==> config.mk <==
export PLATFORM = sky130hd
export DESIGN_NAME = nonce_uart_tx
export DESIGN_NICKNAME = d
export VERILOG_FILES = /design/src/rtl/nonce_uart_tx.sv
export SDC_FILE = /design/constraint.sdc
export NUM_CORES = 1
export LEC_CHECK = 0
export ABC_AREA = 1
export BUFFER_PORTS_ARGS = -buffer_cell sky130_fd_sc_hd__buf_2
export CAP_MARGIN = 5
export CORE_UTILIZATION = 55
export CTS_CLUSTER_DIAMETER = 150
export CTS_CLUSTER_SIZE = 40
export DETAILED_ROUTE_END_ITERATION = 6
export PLACE_DENSITY = 0.73
export REMOVE_ABC_BUFFERS = 1
export SLEW_MARGIN = 0
export SYNTH_ARGS = -nofsm -noshare
export SYNTH_HDL_FRONTEND = slang
export SYNTH_SLANG_ARGS = --single-unit
==> constraint.sdc <==
create_clock -name hash_clk -period 2.94 [get_ports hash_clk]
set_clock_uncertainty 0.05 [all_clocks]
set_input_delay 0.294 -clock hash_clk [delete_from_list [all_inputs] [get_ports hash_clk]]
set_output_delay 0.294 -clock hash_clk [all_outputs]
set_load 0.02 [all_outputs]
==> src/rtl/nonce_uart_tx.sv <==
// Golden-nonce FIFO feeding an 8N1 UART that sends each 32-bit nonce as four
// little-endian bytes. Optional macro NONCE_DEDUP_EN drops repeats of the last accepted nonce.
module nonce_uart_tx #(
  parameter int FIFO_DEPTH = 4,
  parameter int BAUD_DIV   = 217
) (
  input  logic                          hash_clk,
  input  logic                          reset_n,
  input  logic [31:0]                   nonce_in,
  input  logic                          nonce_valid,
  output logic                          txd,
  output logic                          busy,
  output logic                          overflow,
  output logic [$clog2(FIFO_DEPTH):0]   fifo_count
);

  localparam int AW = $clog2(FIFO_DEPTH);
  localparam int CW = $clog2(BAUD_DIV);
  localparam logic [CW-1:0] BAUD_MAX = CW'(BAUD_DIV - 1);
  localparam logic [AW:0]   DEPTH    = (AW + 1)'(FIFO_DEPTH);

  typedef enum logic [2:0] {IDLE, LOAD, START, DATA, STOP} state_t;

  state_t          state, state_next;
  logic [31:0]     mem [FIFO_DEPTH];
  logic [AW-1:0]   wr_ptr, rd_ptr;
  logic [31:0]     shift_reg, shift_next;
  logic [CW-1:0]   baud_cnt, baud_next;
  logic [2:0]      bit_idx, bit_next;
  logic [1:0]      byte_idx, byte_next;
  logic            push, pop, drop, dup;

`ifdef NONCE_DEDUP_EN
  logic [31:0] last_nonce;
  logic        last_valid;

  assign dup = nonce_valid && last_valid && (nonce_in == last_nonce);

  always_ff @(posedge hash_clk or negedge reset_n) begin
    if (!reset_n) begin
      last_nonce <= '0;
      last_valid <= 1'b0;
    end else if (push) begin
      last_nonce <= nonce_in;
      last_valid <= 1'b1;
    end
  end
`else
  assign dup = 1'b0;
`endif

  // Full/empty decisions use the count from before this cycle's pop.
  assign push = nonce_valid && !dup && (fifo_count < DEPTH);
  assign drop = nonce_valid && !dup && (fifo_count == DEPTH);
  assign pop  = (state == LOAD);

  always_ff @(posedge hash_clk or negedge reset_n) begin
    if (!reset_n) begin
      wr_ptr     <= '0;
      rd_ptr     <= '0;
      fifo_count <= '0;
      overflow   <= 1'b0;
    end else begin
      if (push) wr_ptr <= wr_ptr + 1'b1;
      if (pop)  rd_ptr <= rd_ptr + 1'b1;
      if (drop) overflow <= 1'b1;
      case ({push, pop})
        2'b10:   fifo_count <= fifo_count + 1'b1;
        2'b01:   fifo_count <= fifo_count - 1'b1;
        default: ;
      endcase
    end
  end

  always_ff @(posedge hash_clk) begin
    if (push) mem[wr_ptr] <= nonce_in;
  end

  always_ff @(posedge hash_clk or negedge reset_n) begin
    if (!reset_n) begin
      state     <= IDLE;
      shift_reg <= '0;
      baud_cnt  <= '0;
      bit_idx   <= '0;
      byte_idx  <= '0;
    end else begin
      state     <= state_next;
      shift_reg <= shift_next;
      baud_cnt  <= baud_next;
      bit_idx   <= bit_next;
      byte_idx  <= byte_next;
    end
  end

  // Every bit reloads the counter, so byte boundaries accumulate no drift.
  always_comb begin
    state_next = state;
    shift_next = shift_reg;
    baud_next  = baud_cnt;
    bit_next   = bit_idx;
    byte_next  = byte_idx;
    case (state)
      IDLE: begin
        if (fifo_count != '0) state_next = LOAD;
      end
      LOAD: begin
        shift_next = mem[rd_ptr];
        byte_next  = '0;
        baud_next  = BAUD_MAX;
        state_next = START;
      end
      START: begin
        if (baud_cnt == '0) begin
          baud_next  = BAUD_MAX;
          bit_next   = '0;
          state_next = DATA;
        end else begin
          baud_next = baud_cnt - 1'b1;
        end
      end
      DATA: begin
        if (baud_cnt == '0) begin
          baud_next  = BAUD_MAX;
          shift_next = {1'b0, shift_reg[31:1]};
          if (bit_idx == 3'd7) state_next = STOP;
          else                 bit_next   = bit_idx + 1'b1;
        end else begin
          baud_next = baud_cnt - 1'b1;
        end
      end
      STOP: begin
        if (baud_cnt == '0) begin
          baud_next = BAUD_MAX;
          if (byte_idx != 2'd3) begin
            byte_next  = byte_idx + 1'b1;
            state_next = START;
          end else begin
            state_next = IDLE;
          end
        end else begin
          baud_next = baud_cnt - 1'b1;
        end
      end
      default: state_next = IDLE;
    endcase
  end

  always_comb begin
    txd = 1'b1;
    if (state == START)     txd = 1'b0;
    else if (state == DATA) txd = shift_reg[0];
  end

  assign busy = (state != IDLE) || (fifo_count != '0);

endmodule

==> run summary <==
Crit Path Class: reg2reg
Final hold vios: 0
Crit Path Max Fanout: 38
Synth top cells by count: 294 x nand2_1, 147 x nand3_1, 128 x edfxtp_1
Combinational share of power: 0.092
Routed wire per std cell: 16.1 µm
Dpl hpwl: 9300 µm
DR vias: 5450
Synth Instances: 762
Startpoint Class: flop
Cell area after synthesis: 0.00792 mm²
Worst vdd ir: 0.586 mV
Total GRT Usage: 0.236
NumNets Final: 842
RSZ-0062 raised after global routing: false
Critical path data arrival time: 2290 ps
Share of cells above drive strength 1: 0.126
I/O Pins: 41
Sequential share of power: 0.535
Required time of the critical path: 3190 ps
Synth warn: 0
FF+latch count, synth: 184
FP Rows: 43
Initial core utilization: 0.568
Synth unique cells: 29
Max reg flops: 128
Routed Antenna Nets: 0
Die Y: 122 µm
Pin count of the biggest net entering global routing: 66
Total congestion overflow: 0
Core area: 0.0139 mm²
Port bufs: 40
# clock sinks: 184
Initial antenna violation count: 0
Routed WL: 15900 µm
Syn avg cell area: 10.4 µm²
Main flop type after synthesis: edfxtp_1
Leakage power: 3.72 nW
Seq/Total Area, Yosys: 0.663
Die ar.: 0.0149 mm²
Internal: 0.00437 W
Setup TNS Final: 0 ps
Launch point of the worst path: state[2]
Clock Pin Slew Worst Setup and Hold Paths: 70 ps
Maximum Capacitance Violations: 0
Worst-Margin Slew: 727 ps
N_diodes: 0
Crit end category: flop
Die W: 122 µm
Sw Pwr: 0.00155 W
Finish-stage setup viols: 0
Final Wtd Congestion: 0.800
Fmax achieved: 492 MHz
H-tree levels: 4
Slew headroom: 0.515
CTS max path bufs: 2
Largest cells by area after synthesis: edfxtp_1 49%, dfrtp_1 18%, nand2_1 14%, nand3_1 9.3%, buf_2 1.6%
Switching fraction of total power: 0.262
Final Cycle Share: 0.692
Top-area cell type share of the netlist area: 0.486
Worst Hold Launch: nonce_in[23]
Starting DRT DRC Count: 470
Via density per instance: 5.51
Cts bufs inserted: 17
First-pass GRT wire length: 26200 µm
Root Buffer Master: clkbuf_16
Count leader, synth: nand2_1
TritonCTS clock tree: done
Vias in the first global route: 5386
Final Max Tran Viols: 0
Area growth syn-to-layout: 11.4%
Clock Power Share: 0.373
Status: finished clean
Drt first pass iters: 6
Start of the worst register-to-register path: state[2]
Hold Path Class: in2reg
Clk Latency, worst-skew pair: 430 ps
Dominant cell type by area after synthesis: edfxtp_1
Pwr Density: 672 mW/mm²
DRC Markers: 0
Total power: 0.00593 W
Fin crit period: 2030 ps
EDFF count, synth: 128
Synth async-reset ratio: 0.304
[kinds of logic after synthesis]
group	after synthesis	synth area share
xor gates and xnor gates	5	0.00553
DFF	184	0.663
and+or+nand+nor	477	0.259
buffers and inverters	71	0.0443
AOI/OAI and AO/OA	14	0.0101
adders and majority gates	11	0.0183
[final cells by class]
type                    instances  area [µm²]
repair buffers                 55         320
clock buffers                  17         425
clock inverters                15         154
flip-flops and latches        184        5250
fillers                      1068        5120
well taps                     180         225
inverters                      31         116
multi-input cells             507        2330
[cell usage in the layout, fill, tap and decap left out, drive strengths merged, types with 2 or more instances in the layout]
cell type,n
dlygate4sd3,3
edfxtp,128
o21ai,8
dfrtp,56
nand3,148
nor2,27
clkinv,7
nand2,298
inv,38
nand4,2
a21oi,3
o22ai,2
clkbuf,17
ha,10
xnor2,2
xor2,3
buf,52
[routing by layer]
metal / routed length, µm / up-vias / share of wire / track usage
met5: 0 / - / 0 / 0
met2: 8130 / 162 / 0.51 / 0.397
met1: 6780 / 2658 / 0.43 / 0.298
met3: 839 / 14 / 0.053 / 0.0599
met4: 153 / 0 / 0.0096 / 0.0764
li1: - / 2616 / - / -
[worst paths after layout]
path | end | slack (ps) | cells after the start
worst max register to register | baud_cnt[4] | 910 | 6
min in group asynchronous | baud_cnt[7] | 470 | 3
worst min-delay path | mem[3][23] | 20 | 1
worst min register to register | overflow | 420 | 1
max in group asynchronous | rd_ptr[0] | 1840 | 3
worst max-delay path | baud_cnt[4] | 910 | 6
[power by group through the flow]
stage               Combinational, W  Clock [W]  Sequential, W
detailed placement          0.000550          0        0.00323
global placement            0.000528          0        0.00321
global route                0.000626    0.00234        0.00319
finish                      0.000544    0.00221        0.00317
CTS                         0.000553    0.00223        0.00317
floorplan                   0.000291          0        0.00325
[metrics by stage]
| step | instance area, µm² | utilization | worst slack (ps) | cells | hold slack (ps) |
|---|---|---|---|---|---|
| 6_report | 8820 | 0.633 | 906 | 989 | 20.2 |
| 3_5_place_dp | 8210 | 0.589 | 927 | 954 | 403 |
| 5_1_grt | 8820 | 0.633 | 738 | 989 | 2.55 |
| 2_1_floorplan | 7680 | - | 8.65 | 722 | -51.6 |
| 4_1_cts | 8800 | 0.631 | 919 | 987 | 8.26 |
| 3_3_place_gp | 8210 | 0.589 | 1010 | 954 | 396 |
[critical path, stage by stage, from the launching register on]
cell     delay [ps]
dfrtp_1         560
inv_2            90
nand3_2          70
buf_4           390
nand3_1         400
nand2_1         240
nand3_1         100
[what timing repair did]
item / in CTS / in global routing
endpoints found under the hold margin: 56 / 7
setup buffers: 0 / 0
resized for setup: 0 / 0
hold buffers: 1 / 2
(Power assumes the default switching activity.)
